File: config.mk
export PLATFORM = sky130hd
export DESIGN_NAME = fetch_unit
export DESIGN_NICKNAME = d
export VERILOG_FILES = /design/src/rtl/fetch_unit.sv
export SDC_FILE = /design/constraint.sdc
export NUM_CORES = 1
export LEC_CHECK = 0
export CAP_MARGIN = 20
export CORE_MARGIN = 1.5
export CORE_UTILIZATION = 25
export DETAILED_ROUTE_END_ITERATION = 16
export DONT_BUFFER_PORTS = 1
export PLACE_DENSITY_LB_ADDON = 0.12
export RECOVER_POWER = 50
export SLEW_MARGIN = 40
export SYNTH_ARGS = -nofsm -noshare
export SYNTH_HDL_FRONTEND = slang
export SYNTH_SLANG_ARGS = --single-unit
File: constraint.sdc
create_clock -name clk -period 3.5 [get_ports clk]
set_input_delay 0.7 -clock clk [delete_from_list [all_inputs] [get_ports clk]]
set_output_delay 0.7 -clock clk [all_outputs]
set_load 0.02 [all_outputs]
File: src/rtl/fetch_unit.sv
//------------------------------------------------------------------------------
// Module   : fetch_unit
// Brief    : Instruction-fetch stage with a single outstanding imem request and
//            a one-entry instruction buffer feeding the IF/ID register.
// Revision : 1.0 - initial release
//------------------------------------------------------------------------------
`default_nettype none

module fetch_unit #(
  parameter logic [31:0] RESET_PC = 32'h0000_0000,
  parameter int          CNT_W    = 32
) (
  input  logic             clk,
  input  logic             reset,
  input  logic             freeze,
  input  logic             redirect,
  input  logic [31:0]      redirect_target,
  output logic             imem_req,
  output logic [31:0]      imem_addr,
  input  logic             imem_gnt,
  input  logic             imem_rvalid,
  input  logic [31:0]      imem_rdata,
  output logic [31:0]      PCOut,
  output logic [31:0]      instOut,
  output logic             fetch_valid,
  output logic [CNT_W-1:0] fetch_count
);

  typedef enum logic [1:0] {
    S_REQ  = 2'd0,
    S_WAIT = 2'd1,
    S_FULL = 2'd2
  } state_t;

  state_t           r_state, w_state_nxt;
  logic [31:0]      r_pc, w_pc_nxt;
  logic [31:0]      r_buf_inst, w_buf_inst_nxt;
  logic             r_drop, w_drop_nxt;
  logic [CNT_W-1:0] r_count, w_count_nxt;
  logic [31:0]      w_target;
  logic [31:0]      w_pc_plus4;
  logic             w_full;

  assign w_target   = {redirect_target[31:2], 2'b00};
  assign w_pc_plus4 = r_pc + 32'd4;
  assign w_full     = (r_state == S_FULL);

  always_ff @(posedge clk or negedge reset) begin
    if (!reset) begin
      r_state    <= S_REQ;
      r_pc       <= RESET_PC;
      r_buf_inst <= 32'h0000_0000;
      r_drop     <= 1'b0;
      r_count    <= '0;
    end else begin
      r_state    <= w_state_nxt;
      r_pc       <= w_pc_nxt;
      r_buf_inst <= w_buf_inst_nxt;
      r_drop     <= w_drop_nxt;
      r_count    <= w_count_nxt;
    end
  end

  always_comb begin
    w_state_nxt    = r_state;
    w_pc_nxt       = r_pc;
    w_buf_inst_nxt = r_buf_inst;
    w_drop_nxt     = r_drop;
    w_count_nxt    = r_count;
    case (r_state)
      S_REQ: begin
        if (redirect) begin
          w_pc_nxt = w_target;
          if (imem_gnt) begin
            // The granted fetch targets the old pc; its response must be dropped.
            w_state_nxt = S_WAIT;
            w_drop_nxt  = 1'b1;
          end
        end else if (imem_gnt) begin
          w_state_nxt = S_WAIT;
        end
      end
      S_WAIT: begin
        if (redirect) begin
          w_pc_nxt = w_target;
          if (imem_rvalid) begin
            w_state_nxt = S_REQ;
            w_drop_nxt  = 1'b0;
          end else begin
            w_drop_nxt  = 1'b1;
          end
        end else if (imem_rvalid) begin
          if (r_drop) begin
            w_state_nxt = S_REQ;
            w_drop_nxt  = 1'b0;
          end else begin
            w_buf_inst_nxt = imem_rdata;
            w_state_nxt    = S_FULL;
          end
        end
      end
      S_FULL: begin
        if (redirect) begin
          w_pc_nxt    = w_target;
          w_state_nxt = S_REQ;
        end else if (!freeze) begin
          w_pc_nxt    = w_pc_plus4;
          w_count_nxt = r_count + 1'b1;
          w_state_nxt = S_REQ;
        end
      end
      default: begin
        w_state_nxt = S_REQ;
      end
    endcase
  end

  // Request is masked while reset is held so nothing is issued before release.
  assign imem_req    = reset && (r_state == S_REQ);
  assign imem_addr   = r_pc;
  assign fetch_valid = w_full;
  assign PCOut       = w_full ? w_pc_plus4 : 32'h0000_0000;
  assign instOut     = w_full ? r_buf_inst : 32'h0000_0000;
  assign fetch_count = r_count;

endmodule

`default_nettype wire
* Yosys cells after proc, flatten, opt, wreduce, memory -nomap -nowiden *
Index checks and enable logic that the tools add are counted.
W data, S select, Z words.

word-level totals
  bits in registers = 99
  bits of input ports = 70
  output and inout bits = 130
  logic and storage cells = 48

operators by class
  add/subtract/negate cells = 2
  equal/unequal tests = 8
  mux-type cells = 20
  bitwise gates (word level) = 3
  reductions and logical operators = 10

operators by type and width
  cell                     count
  $mux W32                 5
  $pmux W32 S2             1
  $add A32 B1 Y32 const B  1
  $add A32 B3 Y32 const B  1
  $mux W2                  7
  $reduce_and A3 Y1        3
  $reduce_and A4 Y1        2
  $ne A2 B2 Y1 const B     3
  $ne A3 B3 Y1 const B     2
  $pmux W2 S3              1
  $mux W1                  5
  $reduce_bool A2 Y1       2
  $not A1 Y1               3
  $eq A2 B1 Y1 const B     1
  $eq A2 B2 Y1 const B     1
  $logic_not A2 Y1         1
  $ne A2 B1 Y1 const B     1
  $pmux W1 S2              1
  $reduce_or A2 Y1         1
  $logic_and A1 B1 Y1      1

* Logic depth before layout (Yosys ltp) *
Gate-level depths: netlist of run 1.

  depth in word-level cells = 4
  gate-level depth with buffers = 8
  mapped depth without buffers = 6

* Worst setup path before layout of run 1 *
OpenSTA, ideal clock, no wires.

  path kind = flip-flop to output port
  start point = register r_pc[2] (netlist: imem_addr[2])
  end point = output port PCOut[28]
  arrival time = 2.426 ns
  slack = 0.374 ns
  stages on the path, launching flop included = 7
  path buffers = 0
  cells stage by stage = dfrtp_1 > ha_1 > and4_1 > nand4_1 > nor3_1 > and3_1 > mux2i_1

between the ends
  longest elaborated chain between the ends = 2

RTL lines
  what                    RTL line  text
  from (decl)             36        logic [31:0] r_pc, w_pc_nxt;
  from (signal assigned)  57        r_pc <= w_pc_nxt;
  $add A32 B3 Y32         45        assign w_pc_plus4 = r_pc + 32'd4;
  $mux W32                122       assign PCOut = w_full ? w_pc_plus4 : 32'h0000_0000;
  to (decl)               23        output logic [31:0] PCOut,

Every way passes these cells.

* Worst setup path in the final report of run 1 *
  start point = register r_pc[12] (netlist: imem_addr[12])
  end point = output port PCOut[27]

The elaborated chain is that of the path after synthesis.

==> results of run 1 <==
-- metrics by stage --
step / worst slack, ns / total power [mW]
6_report: 0.1776 / 3.188
5_1_grt: 0.04135 / 3.370
4_1_cts: 0.1113 / 3.251
3_5_place_dp: 0.5000 / 2.177
3_3_place_gp: 0.5232 / 2.153
2_1_floorplan: 0.3736 / 2.015
-- synth_stat cells, types with 4 or more instances --
master / count / area (sq um)
dfrtp_1: 97 / 2427
nand2_1: 60 / 225.2
nor2_1: 44 / 165.2
and2_1: 38 / 237.7
xnor2_1: 34 / 297.8
mux2_2: 32 / 360.4
a21oi_1: 29 / 145.1
clkbuf_1: 27 / 101.4
nand3_1: 27 / 135.1
and3_1: 21 / 131.4
xor2_1: 21 / 183.9
nand4_1: 17 / 106.4
o22ai_1: 14 / 87.58
o21ai_0: 13 / 65.06
a2bb2oi_1: 11 / 96.34
nor3_1: 10 / 50.05
and4_1: 8 / 70.07
nor4_1: 6 / 37.54
inv_1: 5 / 18.77
buf_1: 4 / 15.01
buf_4: 4 / 30.03
-- report_power, final --
part	switching, mW	leakage (nW)	total [mW]	internal [mW]
Clock	0.476	0.144	1.04	0.565
Combinational	0.242	1.13	0.511	0.269
Sequential	0.273	1.21	1.64	1.36
Total	0.992	2.48	3.19	2.20
-- path summary, 6_finish.rpt --
kind / to / cells past startpoint / startpoint / slack [ns]
worst min register to register: r_drop$_DFFE_PN0P_ / 1 / r_drop$_DFFE_PN0P_ / 0.50
min in group clk: r_state[1]$_DFFE_PN0P_ / 2 / freeze / 0.47
worst min-delay path: fetch_count[7]$_DFFE_PN0P_ / 0 / reset / 0.04
max in group asynchronous: imem_addr[3]$_DFFE_PN0P_ / 0 / reset / 3.29
worst max-delay path: PCOut[27] / 7 / imem_addr[12]$_DFFE_PN0P_ / 0.18
worst max register to register: fetch_count[31]$_DFFE_PN0P_ / 5 / r_state[0]$_DFFE_PN0P_ / 0.81
-- registers in the layout, summed over array words and instances (netlist names) --
register     flops
r_buf_inst      32
fetch_count     32
r_state          2
imem_addr       30
r_drop           1
-- cell type report --
class / instances / area (sq um)
Timing Repair Buffer: 21 / 162.7
Antenna cell: 1 / 2.502
Inverter: 5 / 18.77
Sequential cell: 97 / 2429
Clock buffer: 10 / 229.0
Multi-Input combinational cell: 424 / 2763
Fill cell: 2249 / 14930
Clock inverter: 6 / 72.57
Tap cell: 275 / 344.1
-- cells by family after synthesis --
kind of cell / after synthesis
other: 1
flip-flops: 97
adder cells (fa/ha/maj): 2
AND/OR/NAND/NOR: 244
XOR/XNOR: 55
multiplexers: 35
AO/OA/AOI/OAI: 84
buffers and inverters: 42
-- metal layers --
layer	wire length, um	track usage, %	part of all wire [%]
met5	0	0	0
met4	230	4.356	1.5
met3	1423	5.474	9.0
met2	7377	22.71	47
met1	6804	17.80	43
-- repair_timing --
action | 4_1_cts | 5_1_grt
hold endpoints to repair | 0 | 0
resized for setup | 0 | 3
endpoints found under the setup margin | 0 | 4
==> impl_metrics.ini, run 1 <==
[clock_tree]
htree_levels = 3
path_clk_slew_ns = 0.07
clock_path_buffers = 2
clkLatencyLatePin_ns = 0.35
cts_hold_buf = 0
cts_tree = yes
cts_setup_buffers = 0
numCtsBuffers = 9
root_buffer = clkbuf_16
cts.sinks = 97

[yosys]
avgSynthCellArea_sq_um = 9.525
async_reset_ff_share_pct = 100.0
ys_ff_latch = 97
syn_area_sq_um = 5334
synth-xor-area-share_pct = 9.031
yosys_most_used_dff = dfrtp_1
synth-compound-area-share_pct = 9.899
ys_warn_count = 0
synth_edf_count = 0
synth-simple-area-share_pct = 24.18
synth_cell_types = 44
ys_seq_area_share_pct = 45.51
synth.area.mux_share_pct = 7.319
syn_inst = 560
synth_fa_ha_area_share_pct = 0.4692
synth_top_family_by_area = simple AND/OR/NAND/NOR gates

[finish]
area_delta_synth_final_pct = 12.88
instances_no_fill = 839
drive_above_1_share_pct = 13.85
mostFrequentLayoutCell = dfrtp_1
final_util_pct = 28.73
final_cell_mix = dfrtp_1, nand2_1, nor2_1, and2_1, xnor2_1
nets = 630
finalInstanceArea_sq_um = 6021

[place]
dp_hpwl_um = 10980
gp_congestion = 0.7677
place_area_sq_um = 5713
dp_cells = 822
port_buffers = 0

[worst_setup_path]
path_class = reg2out
path_buf_inv = 3
crit_path_cell_trace = clkbuf_1 > inv_1 > nor4_2 > buf_4 > nand3_1 > xor2_1 > nor2_1
arrival_ns = 2.62
critPathMaxFanout = 12
crit_required_ns = 2.80
slowest_delay_ns = 0.48
start_kind = register
critPathTopFamily = buffers and inverters
crit_path_top_delay_cell = clkbuf_1
endpoint_kind = output port

[floorplan]
die_w_um = 149.1
core_area_sq_um = 20960
start_util_pct = 25.45
row_count = 53
io-pin-count = 200
die_height_um = 149.1
dieArea_sq_um = 22220

[detailed_routing]
antenna_left = 0
drc = 0
num_vias = 4173
drt_iter0_drc = 182
wl_per_cell_um = 18.87
vias_per_cell = 4.974
wl_um = 15840
dr.pass1.iters = 4

[timing]
rsz0062_at_grt = false
final-setup-viol-count = 0
period_needed_ns = 3.322
tightest_slew_ns = 0.6720
hold_viol_final = 0
fmax_mhz = 301.0
tns_ns = 0
timing.hold.ws_ns = 0.03991
slew_viol_final = 0
fin_crit_sh_pct = 94.93
finalClockSkew_ns = 0.007020
slew_headroom_pct = 54.79

[global_routing]
antenna_found_initial = 0
grt_pass1_vias = 4044
gr-total-overflow = 0
grt_max_degree = 99
grt_usage_pct = 14.26
grt_pass1_wl_um = 24210

[worst_hold_path]
hold_class = in2async

[pwr]
p_leak_nw = 2.482
ir_worst_vdd_mv = 0.2565
power-per-cell-area_nw_per_um2 = 529.5

[run]
drv_cap = 0

[run_status]
status = finished clean
Note: power is estimated with default switching activity, not from simulation.
==> inputs of run 2 (changes only) <==
--- a/config.mk
+++ b/config.mk
@@ -10,6 +10,7 @@
 export CORE_UTILIZATION = 25
 export DETAILED_ROUTE_END_ITERATION = 16
 export DONT_BUFFER_PORTS = 1
+export MAX_ROUTING_LAYER = met4
 export PLACE_DENSITY_LB_ADDON = 0.12
 export RECOVER_POWER = 50
 export SLEW_MARGIN = 40
==> run 2 against run 1 <==
Critical path type unchanged. Utilization unchanged. Highest routed layer unchanged. Maximum frequency grew 0.11%. Design area unchanged. Largest power group unchanged.
==> impl_metrics.ini, run 2 (synthesized netlist as in run 1, its figures left out) <==
[timing]
fmax_mhz = 301.3
slew_viol_final = 0
hold_viol_final = 0
fin_crit_sh_pct = 94.83
period_needed_ns = 3.319
finalClockSkew_ns = 0.008099
rsz0062_at_grt = false
tns_ns = 0
final-setup-viol-count = 0
tightest_slew_ns = 0.6766
slew_headroom_pct = 54.48

[clock_tree]
root_buffer = clkbuf_16
numCtsBuffers = 9
cts.sinks = 97
cts_setup_buffers = 0
cts_tree = yes
cts_hold_buf = 0
path_clk_slew_ns = 0.07
clkLatencyLatePin_ns = 0.35
clock_path_buffers = 2
htree_levels = 3

[global_routing]
gr-total-overflow = 0
grt_pass1_vias = 4054
grt_max_degree = 99
grt_usage_pct = 14.68
antenna_found_initial = 0
grt_pass1_wl_um = 24190

[finish]
mostFrequentLayoutCell = dfrtp_1
area_delta_synth_final_pct = 12.88
instances_no_fill = 839
drive_above_1_share_pct = 13.85
final_cell_mix = dfrtp_1, nand2_1, nor2_1, and2_1, xnor2_1
nets = 630

[place]
dp_hpwl_um = 10980
dp_cells = 822
gp_congestion = 0.7780
port_buffers = 0

[worst_hold_path]
hold_class = in2async

[pwr]
power-per-cell-area_nw_per_um2 = 529.1
p_leak_nw = 2.482
ir_worst_vdd_mv = 0.2571

[detailed_routing]
dr.pass1.iters = 4
drt_iter0_drc = 192
vias_per_cell = 4.990
drc = 0
num_vias = 4187
wl_um = 15840
wl_per_cell_um = 18.88
antenna_left = 0

[worst_setup_path]
rrSetupSlack_ns = 0.82
rr_endpoint = fetch_count[31]$_DFFE_PN0P_
endpoint_kind = output port
crit_required_ns = 2.80
start_kind = register
critPathMaxFanout = 12
path_class = reg2out
r2r_cells = 5
crit_path_top_delay_cell = clkbuf_1
slowest_delay_ns = 0.49
crit_path_cell_trace = clkbuf_1 > inv_1 > nor4_2 > buf_4 > nand3_1 > xor2_1 > nor2_1
arrival_ns = 2.62
reg2reg_from = r_state[0]$_DFFE_PN0P_

[floorplan]
start_util_pct = 25.45
row_count = 53
die_height_um = 149.1
core_area_sq_um = 20960
die_w_um = 149.1
dieArea_sq_um = 22220
io-pin-count = 200

[run_status]
status = finished clean

[run]
drv_cap = 0
[run 2: cell counts in the layout (fill, tap and decap cells not counted)]
Identical to the previous run, type by type.
[run 2: worst max-delay path: cells and delay by family (launching register included)]
family / cells / cell delay [ns]
xor gates and xnor gates: 1 / 0.19
DFF: 1 / 0.32
buffers and inverters: 3 / 0.93
and+or+nand+nor: 3 / 0.83
[run 2: what timing repair did]
action | CTS | global route
resized for setup | 0 | 3
endpoints found under the hold margin | 0 | 0
endpoints found under the setup margin | 0 | 4
[run 2: final cells by class]
cell class | instances | area (sq um)
Sequential cell | 97 | 2429
Antenna cell | 1 | 2.502
Timing Repair Buffer | 21 | 162.7
Clock inverter | 6 | 72.57
Tap cell | 275 | 344.1
Clock buffer | 10 | 229.0
Multi-Input combinational cell | 424 | 2763
Fill cell | 2249 | 14930
Inverter | 5 | 18.77
[run 2: metal layers]
metal / vias up / track usage (%) / part of all wire, %
met5: - / - / 0
met4: 0 / 4.356 / 1.4
met3: 11 / 5.138 / 7.8
met2: 141 / 22.55 / 46
met1: 2066 / 18.15 / 44
li1: 1969 / - / -
[run 2: how the worst max path moves through the flow]
stage	startpoint	endpoint	slack (ns)	depth (start not counted)
floorplan	imem_addr[2]$_DFFE_PN0P_	PCOut[28]	0.37	6
global placement	imem_addr[3]$_DFFE_PN0P_	PCOut[22]	0.52	7
detailed placement	imem_addr[3]$_DFFE_PN0P_	PCOut[22]	0.50	7
CTS	imem_addr[3]$_DFFE_PN0P_	PCOut[22]	0.11	7
global route	imem_addr[12]$_DFFE_PN0P_	PCOut[27]	0.04	7
finish	imem_addr[12]$_DFFE_PN0P_	PCOut[27]	0.18	7
[run 2: through the flow]
stage | util [%] | setup WS [ns] | hold slack (ns) | power [mW] | area [sq um]
3_5_place_dp | 27.26 | 0.5000 | 0.4069 | 2.177 | 5713
2_1_floorplan | - | 0.3736 | 0.4044 | 2.015 | 5345
5_1_grt | 28.72 | 0.04135 | 0.01029 | 3.371 | 6018
6_report | 28.73 | 0.1811 | 0.03923 | 3.186 | 6021
4_1_cts | 28.70 | 0.1113 | 0.01715 | 3.251 | 6015
3_3_place_gp | 27.24 | 0.5232 | 0.4070 | 2.153 | 5708
[run 2: power by group]
group	leakage, nW	switching [mW]	internal, mW
Sequential	1.21	0.273	1.36
Clock	0.144	0.474	0.565
Combinational	1.13	0.242	0.269
Total	2.48	0.990	2.20
==> inputs of run 3 (changes only) <==
--- a/config.mk
+++ b/config.mk
@@ -10,6 +10,7 @@
 export CORE_UTILIZATION = 25
 export DETAILED_ROUTE_END_ITERATION = 16
 export DONT_BUFFER_PORTS = 1
+export GPL_TIMING_DRIVEN = 0
 export MAX_ROUTING_LAYER = met4
 export PLACE_DENSITY_LB_ADDON = 0.12
 export RECOVER_POWER = 50
==> run 3 against run 2 <==
Non-clock buffer count up 20. Largest cell class unchanged. Clock skew increased by 0.0015 ns. Largest power group unchanged. Design area is 1.4% higher. Total power shrank 0.53%. First-iteration DRC count decreased by 15%. Final cell count increased by 2.3%. Clock-buffer cell count unchanged. Maximum frequency rose by 0.48%. Die area stayed put.
==> impl_metrics.ini, run 3 (synthesized netlist as in run 1, its figures left out) <==
[timing]
fmax_mhz = 302.8
rsz0062_at_grt = false
slew_headroom_pct = 48.79
finalClockSkew_ns = 0.009598
hold_viol_final = 0
fin_crit_sh_pct = 94.37
slew_viol_final = 0
tightest_slew_ns = 0.7682
final-setup-viol-count = 0
period_needed_ns = 3.303

[pwr]
pwr-share-comb_pct = 16.6
power_switching_mw = 1.023
power-per-cell-area_nw_per_um2 = 519.2
swShare_pct = 32.29
p_total_mw = 3.169
pwr-share-seq_pct = 51.8
ir_worst_vdd_mv = 0.2209
p_clk_share_pct = 31.6
power.internal_mw = 2.146
p_leak_nw = 2.522

[finish]
drive_above_1_share_pct = 13.72
nets = 650
final_cell_mix = dfrtp_1, nand2_1, nor2_1, and2_1, xnor2_1
mostFrequentLayoutCell = dfrtp_1
n_antenna_cell = 0
area_delta_synth_final_pct = 14.43
instances_no_fill = 858

[worst_setup_path]
critPathTopFamily = simple AND/OR/NAND/NOR gates
r2r_cells = 8
start_kind = register
crit_required_ns = 2.80
crit_path_cell_trace = clkbuf_2 > nand3_2 > nor4_4 > buf_4 > nand4_1 > xor2_1 > nor2_2
slowest_delay_ns = 0.48
crit_path_top_delay_cell = dfrtp_1
rrSetupSlack_ns = 0.73
path_class = reg2out
endpoint_kind = output port
critPathMaxFanout = 10
critical_path_depth = 7
path_buf_inv = 2
arrival_ns = 2.60

[global_routing]
grt_pass1_wl_um = 26080
grt_usage_pct = 15.98
grt_pass1_vias = 4332
grt_max_degree = 99
antenna_found_initial = 0
gr-total-overflow = 0

[floorplan]
io-pin-count = 200
start_util_pct = 25.45
core_area_sq_um = 20960
die_height_um = 149.1
dieArea_sq_um = 22220
die_w_um = 149.1
row_count = 53

[detailed_routing]
wl_met3_um = 1290
wl_per_cell_um = 19.88
drc = 0
antenna_left = 0
drt_iter0_drc = 163
vias_per_cell = 4.998
met1_length_um = 7705
highest-signal-layer = met4
route.met2.wl_um = 7822
wl_um = 17050
num_vias = 4288
dr.pass1.iters = 4

[clock_tree]
cts_hold_buf = 0
root_buffer = clkbuf_16
numCtsBuffers = 9
clock_path_buffers = 2
htree_levels = 3
cts.sinks = 97
clkLatencyLatePin_ns = 0.36
path_clk_slew_ns = 0.07
cts_tree = yes

[run_status]
status = finished clean

[worst_hold_path]
hold_class = in2async

[place]
gp_congestion = 0.7971
dp_hpwl_um = 12400
dp_cells = 838
port_buffers = 0

[run]
drv_cap = 0
==> run 3: cell types whose count changed in the layout (fill, tap and decap cells not counted), moves of 2 or more <==
cell      delta
clkbuf_1    +21
nor3_4       +2
dfrtp_2      +2
nor4_4       +2
nor2_2       +2
clkbuf_2     +3
buf_4        -9
dfrtp_1      -2
buf_1        +4
==> run 3: worst paths after layout <==
path,from,endpoint
worst max-delay path,imem_addr[4]$_DFFE_PN0P_,PCOut[31]
min in group clk,freeze,r_state[1]$_DFFE_PN0P_
max in group asynchronous,reset,imem_addr[5]$_DFFE_PN0P_
worst min-delay path,reset,fetch_count[7]$_DFFE_PN0P_
worst max register to register,r_state[0]$_DFFE_PN0P_,imem_addr[4]$_DFFE_PN0P_
worst min register to register,r_drop$_DFFE_PN0P_,r_drop$_DFFE_PN0P_
==> run 3: what timing repair did <==
action,in CTS,in global routing
setup endpoints to repair,15,27
buffers inserted,3,1
resized for setup,14,12
pin swaps,3,2
==> run 3: area by class of cell <==
type | count | area (sq um)
Buffer | 37 | 168.9
Clock buffer | 10 | 239.0
Clock inverter | 6 | 48.80
Fill cell | 2263 | 14850
Inverter | 5 | 18.77
Multi-Input combinational cell | 424 | 2823
Sequential cell | 97 | 2431
Tap cell | 275 | 344.1
Timing Repair Buffer | 4 | 30.03
==> run 3: worst register-to-register path: cells and delay by family, from the launching register on <==
family / cells / cell delay, ns
and+or+nand+nor: 2 / 0.47
buffers and inverters: 4 / 1.52
AOI/OAI and AO/OA: 2 / 0.34
DFF: 1 / 0.37
==> run 3: metal layers <==
metal | global-route usage, % | up-vias
li1 | - | 2001
met1 | 20.77 | 2122
met2 | 23.77 | 150
met3 | 4.404 | 15
met4 | 5.594 | 0
met5 | - | -
==> run 3: per-stage QoR <==
stage | hold WS (ns) | worst slack (ns) | util [%] | cell area [sq um] | setup TNS (ns)
after global placement | 0.4070 | -0.4366 | 27.15 | 5689 | -2.569
after CTS | 0.01054 | 0.00006084 | 29.02 | 6081 | 0
after global routing | 0.009444 | 0.01220 | 29.13 | 6103 | 0
after detailed placement | 0.4069 | -0.4404 | 27.20 | 5699 | -2.487
after floorplan | 0.4044 | 0.3736 | - | 5345 | 0
final | 0.03051 | 0.1970 | 29.13 | 6103 | 0
==> run 3: power by group through the flow <==
stage	registers (mW)	clock network [mW]	logic, mW
floorplan	1.58	0	0.433
global placement	1.65	0	0.503
detailed placement	1.66	0	0.518
CTS	1.64	1.04	0.528
global route	1.69	1.08	0.584
finish	1.64	1.00	0.527
